File: src/rtl/deque_arbiter.sv
// Two-requester arbiter sequencing single ops onto a shared dual deque.
// Ports: req0/req1 valid-ready commands, resp0/resp1 pulses, dq_* datapath.
module deque_arbiter #(
  parameter bit RR_EN = 1'b1
) (
  input  logic       clk,
  input  logic       rst_n,
  input  logic       req0_valid,
  output logic       req0_ready,
  input  logic [1:0] req0_op,
  input  logic       req0_deque,
  input  logic       req0_end,
  input  logic [7:0] req0_data,
  input  logic       req1_valid,
  output logic       req1_ready,
  input  logic [1:0] req1_op,
  input  logic       req1_deque,
  input  logic       req1_end,
  input  logic [7:0] req1_data,
  output logic       resp0_valid,
  output logic       resp1_valid,
  output logic [7:0] resp_data,
  output logic       resp_err,
  output logic       busy,
  output logic       dq_select,
  output logic       dq_end,
  output logic       dq_push,
  output logic       dq_pop,
  output logic [7:0] dq_data_in,
  input  logic [7:0] dq_data_out,
  input  logic [1:0] dq_empty,
  input  logic [1:0] dq_full
);

  localparam logic [1:0] OP_PEEK = 2'b00;
  localparam logic [1:0] OP_PUSH = 2'b01;
  localparam logic [1:0] OP_POP  = 2'b10;
  localparam logic [1:0] OP_REPL = 2'b11;

  typedef enum logic [1:0] {
    IDLE, SETUP, EXEC, RESP
  } state_t;

  state_t     state, state_nx;
  logic [1:0] cmd_op;
  logic       cmd_deque;
  logic       cmd_end;
  logic [7:0] cmd_data;
  logic       cmd_req;
  logic       last_grant;
  logic       gnt0, gnt1;
  logic       err_now;

  always_comb begin
    gnt0 = 1'b0;
    gnt1 = 1'b0;
    if (state == IDLE) begin
      unique case (1'b1)
        req0_valid && !req1_valid: gnt0 = 1'b1;
        !req0_valid && req1_valid: gnt1 = 1'b1;
        req0_valid && req1_valid: begin
          if (RR_EN) begin
            gnt0 = last_grant;
            gnt1 = !last_grant;
          end else begin
            gnt0 = 1'b1;
          end
        end
        default: ;
      endcase
    end
  end

  // PUSH is refused on full, every other op on empty
  always_comb begin
    if (cmd_op == OP_PUSH) err_now = dq_full[cmd_deque];
    else                   err_now = dq_empty[cmd_deque];
  end

  always_ff @(posedge clk or negedge rst_n) begin
    if (!rst_n) state <= IDLE;
    else        state <= state_nx;
  end

  always_comb begin
    state_nx = state;
    unique case (state)
      IDLE:  if (gnt0 || gnt1) state_nx = SETUP;
      SETUP: state_nx = EXEC;
      EXEC:  state_nx = RESP;
      RESP:  state_nx = IDLE;
      default: state_nx = IDLE;
    endcase
  end

  always_ff @(posedge clk or negedge rst_n) begin
    if (!rst_n) begin
      cmd_op     <= OP_PEEK;
      cmd_deque  <= 1'b0;
      cmd_end    <= 1'b0;
      cmd_data   <= '0;
      cmd_req    <= 1'b0;
      last_grant <= 1'b1;
      resp_data  <= '0;
      resp_err   <= 1'b0;
    end else begin
      if (gnt0 || gnt1) begin
        cmd_op     <= gnt1 ? req1_op    : req0_op;
        cmd_deque  <= gnt1 ? req1_deque : req0_deque;
        cmd_end    <= gnt1 ? req1_end   : req0_end;
        cmd_data   <= gnt1 ? req1_data  : req0_data;
        cmd_req    <= gnt1;
        last_grant <= gnt1;
      end
      // sample before the deque applies this cycle's write
      if (state == EXEC) begin
        resp_err <= err_now;
        if (err_now || cmd_op == OP_PUSH) resp_data <= '0;
        else                              resp_data <= dq_data_out;
      end
    end
  end

  always_comb begin
    req0_ready  = gnt0;
    req1_ready  = gnt1;
    busy        = (state != IDLE);
    resp0_valid = (state == RESP) && !cmd_req;
    resp1_valid = (state == RESP) && cmd_req;
    // select/end come from the latch so they hold between commands
    dq_select   = cmd_deque;
    dq_end      = cmd_end;
    dq_data_in  = '0;
    dq_push     = 1'b0;
    dq_pop      = 1'b0;
    if (state == SETUP || state == EXEC) dq_data_in = cmd_data;
    if (state == EXEC && !err_now) begin
      dq_push = (cmd_op == OP_PUSH) || (cmd_op == OP_REPL);
      dq_pop  = (cmd_op == OP_POP)  || (cmd_op == OP_REPL);
    end
  end

endmodule
File: config.mk
export PLATFORM = sky130hd
export DESIGN_NAME = deque_arbiter
export DESIGN_NICKNAME = d
export VERILOG_FILES = /design/src/rtl/deque_arbiter.sv
export SDC_FILE = /design/constraint.sdc
export NUM_CORES = 1
export LEC_CHECK = 0
export CAP_MARGIN = 20
export CORE_ASPECT_RATIO = 1.2
export CORE_MARGIN = 2
export CORE_UTILIZATION = 42
export CTS_CLUSTER_DIAMETER = 120
export DETAILED_ROUTE_END_ITERATION = 10
export PLACE_DENSITY = 0.9
export RECOVER_POWER = 50
export SYNTH_ARGS = -nofsm -noshare
export SYNTH_HDL_FRONTEND = slang
export SYNTH_SLANG_ARGS = --single-unit
File: constraint.sdc
create_clock -name clk -period 4.9 [get_ports clk]
set_clock_uncertainty 0.15 [all_clocks]
set_input_delay 0.98 -clock clk [delete_from_list [all_inputs] [get_ports clk]]
set_output_delay 0.98 -clock clk [all_outputs]
set_load 0.005 [all_outputs]
Word level (Yosys, flattened, before mapping)
Cells that the tools add are included.
{ "classes": {"order_cmp": 1, "eq_ne": 7, "muxes": 19, "reduce_logical": 18} }
{ "ops": {"columns": ["operator", "count"], "rows": [
  ["two-way mux 8 bit", 3],
  ["two-way mux 1 bit", 11],
  ["equality test 2 bit, second input constant", 4],
  ["case mux 2 bit (4 select lines)", 1],
  ["logical AND 1 bit", 6],
  ["logical NOT 1 bit", 5],
  ["logical OR 1 bit", 5],
  ["equality test 2 x 1 -> 1 bit, second input constant", 2],
  ["two-way mux 2 bit", 2],
  ["case mux 1 bit (2 select lines)", 2],
  ["logical NOT 2 bit", 1],
  ["less-than comparator 1 x 2 -> 1 bit, second input constant", 1],
  ["!= test 2 x 1 -> 1 bit, second input constant", 1],
  ["nonzero test 2 bit", 1]
]} }
{ "totals": {"ff_bits": 25, "in_bits": 40, "output_inout_bits": 26, "elab_cells": 54} }

Longest topological paths before layout
Gate-level depths: netlist (run 1).
{ "depth": {"word_depth": 7, "ltp_mapped": 6, "depth_no_buf": 5} }

Worst setup path after synthesis (run 1)
Ideal clock, no wire load.
{ "synth_timing": {"kind": "input port to output port", "start": "in dq_full[1]", "end": "out dq_push", "arrival_time_ps": 1504, "required_time_ps": 3770, "setup_slack_ps": 2266, "cell_stages": 3, "n_path_buf": 0, "cell_sequence": "mux2_2 > o2bb2ai_1 > and3_1"} }
{ "synth_via": {"elab_chain_cells": 6} }
{ "synth_rtl": {"columns": ["item", "line_no", "source"], "rows": [
  ["from (decl)", "32", "input logic [1:0] dq_full"],
  ["two-way mux 1 bit (not written as such) (2 in series)", "76", "if (cmd_op == OP_PUSH) err_now = dq_full[cmd_deque];"],
  ["two-way mux 1 bit", "76", null],
  ["logical NOT 1 bit", "137", "if (state == EXEC && !err_now) begin"],
  ["logical AND 1 bit", "137", null],
  ["two-way mux 1 bit", "137", null],
  ["to (decl)", "27", "output logic dq_push,"]
]} }
Every way passes these cells. The select of a mux whose other input is x is not followed.

Final worst setup path (run 1)
{ "layout_timing": {"start": "in req0_valid", "end": "out req1_ready"} }
{ "layout_via": {"elab_chain_cells": 4} }
{ "layout_rtl": {"columns": ["item", "line_no", "source"], "rows": [
  ["from (decl)", "8", "input logic req0_valid,"],
  ["logical NOT 1 bit", "60", "!req0_valid && req1_valid: gnt1 = 1'b1;"],
  ["logical AND 1 bit", "60", null],
  ["case mux 1 bit (2 select lines) (*)", "58", "unique case (1'b1)"],
  ["two-way mux 1 bit (*)", "57", "if (state == IDLE) begin"],
  ["to (decl)", "15", "output logic req1_ready,"]
]} }
Mark *: on every way between the ends. The rest lies on a longest branch, timed or not.

==> results.sh, run 1 <==
export IMPL_r2r_cells=5
export IMPL_stdcell_area_mm2=0.00196
export IMPL_hp_class="flop to flop"
export IMPL_drive_above_1_share_pct=4.08
export IMPL_critPathMaxFanout=14
export IMPL_power_density_mw_per_mm2=580
export IMPL_dpl_instance_area_mm2=0.00193
export IMPL_clk_latency_ns=0.31
export IMPL_holdBufCountCts=0
export IMPL_start_kind="primary input"
export IMPL_dp_hpwl_um=2660
export IMPL_synth_seq_area_share_pct=49.3
export IMPL_totalWireLength_um=3410
export IMPL_yosysWarnings=0
export IMPL_htree_levels=1
export IMPL_min_delay_start="resp_data[4]"
export IMPL_grt_overflow=0
export IMPL_wl_per_cell_um=14.8
export IMPL_reg2reg_to="state[1]"
export IMPL_synthCells=133
export IMPL_clkSlewWorstSetupHoldPaths_ns=0.14
export IMPL_drt_iter0_drc=14
export IMPL_synth_commonest_cells="dfrtp_1, nor2_1, o21ai_0, a31oi_1, nand3_1"
export IMPL_vias=1236
export IMPL_hold_end="resp_data[4]"
export IMPL_post_route_period_util_pct=76.9
export IMPL_rrSetupSlack_ns=2.80
export IMPL_ioPinCount=66
export IMPL_path_cells="dlygate4sd3_1 > and2_0 > nor2_1 > clkdlybuf4s50_1"
export IMPL_post_cts_buffers=0
export IMPL_rsz0062_at_grt="false"
export IMPL_initial_core_util_pct=44.8
export IMPL_cp_data_arrival_time_ns=2.64
export IMPL_synth_distinct_cells=25
export IMPL_path_delay_family="buffers and inverters"
export IMPL_grt_pass1_wl_um=5310
export IMPL_fin_util_pct=69.0
export IMPL_grt_max_degree=26
export IMPL_drv_slew=0
export IMPL_worstHoldPathCells=1
export IMPL_syn_area_per_cell_um2=9.56
export IMPL_area_growth_pct=54.1
export IMPL_gp_congestion=0.805
export IMPL_tns_ns=0
export IMPL_cp_required_ns=3.77
export IMPL_max_cap_violations=0
export IMPL_core_mm2=0.00284
export IMPL_synth_area_mm2=0.00127
export IMPL_multi_input_area_um2=583
export IMPL_die_h_um=64.3
export IMPL_crit_type="primary input to output port"
export IMPL_yosysMostFrequentCell="dfrtp_1"
export IMPL_grt_antenna_before_repair=0
export IMPL_synthTopCellsByArea="dfrtp_1, a31oi_1, a22o_1, o21ai_0, and2_1"
export IMPL_clockRootBuffer="clkbuf_4"
export IMPL_drc=0
export IMPL_portBuffers=65
export IMPL_cpMaxStageDelayCell="dlygate4sd3_1"
export IMPL_die_area_mm2=0.00348
export IMPL_r2r_start="state[0]"
export IMPL_max_clock_path_buffers=2
export IMPL_vdd_drop_max_mv=0.351
export IMPL_cts_resized=0
export IMPL_relSlewSlack_pct=57.2
export IMPL_finalSetupViolations=0
export IMPL_layout_nets=241
export IMPL_grt_pass1_vias=1243
export IMPL_antennaDiodeCount=0
export IMPL_vias_per_cell=5.37
export IMPL_drtAntennaViolNets=0
export IMPL_crit_path_end_kind="output port"
export IMPL_syn_num_nets=177
export IMPL_worst_slew_pin_transition_ns=0.639
export IMPL_cts_buffers=3
export IMPL_max_stage_delay_ns=0.60
export IMPL_cts_sinks=25
export IMPL_min_period_ns=3.77
export IMPL_power_leakage_uw=0.000809
export IMPL_grtUsageTotal_pct=20.3
export IMPL_synth_top_cell_area_share_pct=47.2
export IMPL_die_width_um=54.2
export IMPL_yosysTopAreaCell="dfrtp_1"
export IMPL_async_flop_share_pct=100
export IMPL_fmax_mhz=265
export IMPL_critical_path_buf_inv_count=2
export IMPL_tritoncts="yes"
export IMPL_rows=21
export IMPL_hold_viol_final=0
export IMPL_regArea_um2=627
export IMPL_synth_edf_count=0
export IMPL_status="completed"
export IMPL_synth_seq_cells=25
export IMPL_dr_pass1_iters=4
export IMPL_synthFlopType="dfrtp_1"
export IMPL_fill_cells=221
-- through the flow --
| step | power, uW | cells | setup WS, ns | hold WS, ns |
|---|---|---|---|---|
| after floorplan | 708 | 133 | 2.27 | 0.326 |
| after global placement | 1020 | 225 | 1.36 | 0.345 |
| after detailed placement | 1050 | 225 | 1.32 | 0.350 |
| after CTS | 1140 | 229 | 1.30 | 0.377 |
| after global routing | 1230 | 230 | 1.04 | 0.409 |
| final | 1140 | 230 | 1.13 | 0.375 |
-- flip-flops by register name, indices dropped and copies added, names as in the netlist --
name and count:
dq_end 1, cmd_data 8, cmd_req 1, state 2
dq_select 1, resp_err 1, cmd_op 2, last_grant 1
resp_data 8
-- report_power, final --
group | switching (uW) | internal (uW)
Clock | 62.8 | 31.1
Sequential | 63.2 | 310
Combinational | 283 | 386
-- cell type report --
| type | count | area share, % |
|---|---|---|
| timing repair buffer | 66 | 33.4 |
| sequential | 25 | 32.0 |
| multi-input combinational | 95 | 29.8 |
| tap | 34 | 2.17 |
| clock buffer | 3 | 1.15 |
| inverter | 6 | 1.15 |
| clock inverter | 1 | 0.383 |
-- routing by layer --
metal	up-vias	routed length [um]	GRT usage [%]
met5	-	0	0
li1	601	-	-
met2	71	1690	36.3
met3	2	361	4.21
met1	562	1330	22.4
met4	0	34	7.50
-- kinds of logic after synthesis --
| logic type | count (synthesis) | share of synthesized area (%) |
|---|---|---|
| flip-flops | 25 | 49.3 |
| AND/OR/NAND/NOR | 48 | 18.7 |
| AO/OA/AOI/OAI | 39 | 19.6 |
| multiplexers | 4 | 3.64 |
| buffers and inverters | 13 | 4.82 |
| adder cells (fa/ha/maj) | 4 | 3.94 |
-- worst max-delay path by stage --
stage,start,endpoint,slack (ns),cells after the start
3_5_place_dp,req1_valid,req1_ready,1.32,4
2_1_floorplan,dq_full[1],dq_push,2.27,3
6_report,req0_valid,req1_ready,1.13,4
5_1_grt,req0_valid,req1_ready,1.04,4
3_3_place_gp,req1_valid,req1_ready,1.36,4
4_1_cts,req1_valid,req1_ready,1.30,4
-- layout by cell type (no fill, tap or decap), types with 2 or more instances in the layout --
cell              n
o21ai_0          14
clkdlybuf4s50_1  61
dfrtp_1          24
mux2i_1           2
dlygate4sd3_1     4
nor2_1           14
inv_1             5
a22o_1            8
ha_1              4
and2_1           10
nand3_1          12
nand2b_1          2
clkbuf_4          3
nand2_1           5
and3_1            3
a31oi_1          12
a21oi_1           2
(Power assumes the default switching activity.)
==> inputs of run 2 (changes only) <==
Settings changed: CORE_UTILIZATION 42 to 35, PLACE_DENSITY 0.9 to 0.81.
Clock period 4.9 ns to 3.4 ns, I/O delays scaled along.
==> results.sh, run 2 (synthesized netlist as in run 1, its figures left out) <==
export IMPL_rows=24
export IMPL_drtAntennaViolNets=0
export IMPL_cts_sinks=25
export IMPL_drive_above_1_share_pct=4.55
export IMPL_p_int_uw=1090
export IMPL_hp_class="flop to flop"
export IMPL_seqPwrFrac_pct=32.2
export IMPL_fmax_mhz=333
export IMPL_vias_per_cell=4.97
export IMPL_critPathMaxFanout=3
export IMPL_dp_hpwl_um=2300
export IMPL_area_growth_pct=56.8
export IMPL_die_width_um=59.0
export IMPL_totalWireLength_um=3070
export IMPL_antennaDiodeCount=0
export IMPL_grt_pass1_vias=1207
export IMPL_clkSlewWorstSetupHoldPaths_ns=0.09
export IMPL_post_route_period_util_pct=88.4
export IMPL_vias=1179
export IMPL_status="completed"
export IMPL_tritoncts="yes"
export IMPL_rsz0062_at_grt="false"
export IMPL_min_period_ns=3.00
export IMPL_post_cts_buffers=0
export IMPL_die_h_um=70.0
export IMPL_die_area_mm2=0.00413
export IMPL_hold_worst_slack_ns=0.357
export IMPL_final_cell_mix="clkdlybuf4s50_1, dfrtp_1, nor2_1, o21ai_0"
export IMPL_holdBufCountCts=0
export IMPL_clockRootBuffer="clkbuf_8"
export IMPL_clk_latency_ns=0.26
export IMPL_mostFrequentLayoutCell="clkdlybuf4s50_1"
export IMPL_combPwrFrac_pct=57.1
export IMPL_grt_overflow=0
export IMPL_critical_path_buf_inv_count=2
export IMPL_drc=0
export IMPL_fill_cells=323
export IMPL_max_clock_path_buffers=2
export IMPL_drt_iter0_drc=25
export IMPL_hold_viol_final=0
export IMPL_max_stage_delay_ns=0.53
export IMPL_crit_path_end_kind="output port"
export IMPL_grt_antenna_before_repair=0
export IMPL_drv_slew=0
export IMPL_tns_ns=0
export IMPL_cpMaxStageDelayCell="dlygate4sd3_1"
export IMPL_path_delay_family="buffers and inverters"
export IMPL_grt_max_degree=26
export IMPL_stdcell_area_mm2=0.00199
export IMPL_layout_nets=243
export IMPL_wl_per_cell_um=13.0
export IMPL_htree_levels=1
export IMPL_cts_resized=0
export IMPL_ioPinCount=66
export IMPL_power_clock_fraction_pct=10.7
export IMPL_power_density_mw_per_mm2=834
export IMPL_initial_core_util_pct=35.9
export IMPL_worst_slew_pin_transition_ns=1.37
export IMPL_reg_largest_list="cmd_data: 8 flops, resp_data: 8 flops"
export IMPL_cts_buffers=3
export IMPL_p_sw_uw=572
export IMPL_relSlewSlack_pct=9.00
export IMPL_core_mm2=0.00354
export IMPL_gp_congestion=0.741
export IMPL_power_total_uw=1660
export IMPL_path_cells="dlygate4sd3_1 > mux2i_1 > o2bb2ai_1 > and3_1 > clkdlybuf4s50_1"
export IMPL_crit_type="primary input to output port"
export IMPL_start_kind="primary input"
export IMPL_portBuffers=65
export IMPL_finalSetupViolations=0
export IMPL_dr_pass1_iters=4
export IMPL_max_cap_violations=0
export IMPL_cp_required_ns=2.57
export IMPL_dpl_instance_area_mm2=0.00195
export IMPL_vdd_drop_max_mv=0.485
export IMPL_cp_data_arrival_time_ns=2.17
export IMPL_power_leakage_uw=0.000827
export IMPL_grt_pass1_wl_um=5310
export IMPL_grtUsageTotal_pct=16.1
export IMPL_sw_frac_of_total_pct=34.4
==> run 2: layout make-up <==
| cell class | count | area [um2] | area share (%) |
|---|---|---|---|
| flip-flops and latches | 25 | 627 | 31.5 |
| multi-input cells | 95 | 583 | 29.3 |
| clock buffers | 3 | 41.3 | 2.07 |
| well taps | 39 | 48.8 | 2.45 |
| inverters | 6 | 22.5 | 1.13 |
| repair buffers | 68 | 666 | 33.4 |
| clock inverters | 1 | 5.00 | 0.251 |
==> run 2: worst paths after layout <==
path                                   from           end  slack, ns  cells past startpoint
worst max-delay path            dq_empty[0]       dq_push       0.40                      5
worst min-delay path             last_grant    last_grant       0.36                      2
worst max register to register     state[0]      state[1]       1.34                      5
worst min register to register   last_grant    last_grant       0.36                      2
max in group asynchronous             rst_n  resp_data[3]       1.21                      2
min in group asynchronous             rst_n      resp_err       1.09                      2
==> run 2: stage by stage <==
step | worst slack, ns | std cells | utilization [%]
2_1_floorplan | 1.37 | 133 | -
3_3_place_gp | 0.480 | 233 | 55.2
3_5_place_dp | 0.458 | 233 | 55.2
4_1_cts | 0.461 | 237 | 56.5
5_1_grt | 0.292 | 237 | 56.3
6_report | 0.395 | 237 | 56.3
==> run 2: metal layers <==
| metal | routed length, um | track usage [%] |
|---|---|---|
| met1 | 1380 | 20.7 |
| met2 | 1460 | 27.0 |
| met3 | 206 | 3.70 |
| met4 | 20 | 3.79 |
| met5 | 0 | 0 |
==> run 2: tightest hold or removal path: cells and delay by family (launching register included) <==
| family | cells | cell delay (ns) |
|---|---|---|
| DFF | 1 | 0.39 |
| AOI/OAI and AO/OA | 1 | 0.06 |
| and+or+nand+nor | 1 | 0.05 |
==> run 2: power groups by stage <==
stage | Combinational (uW) | Sequential, uW | Clock (uW)
floorplan | 490 | 530 | 0
global placement | 952 | 539 | 0
detailed placement | 965 | 546 | 0
CTS | 969 | 539 | 185
global route | 1050 | 556 | 195
finish | 948 | 536 | 178
==> inputs of run 3 (changes only) <==
Settings changed: CAP_MARGIN 20 to unset.
==> results of run 3 <==
No change in the layout: final DEF, timing and power equal those of run 2.
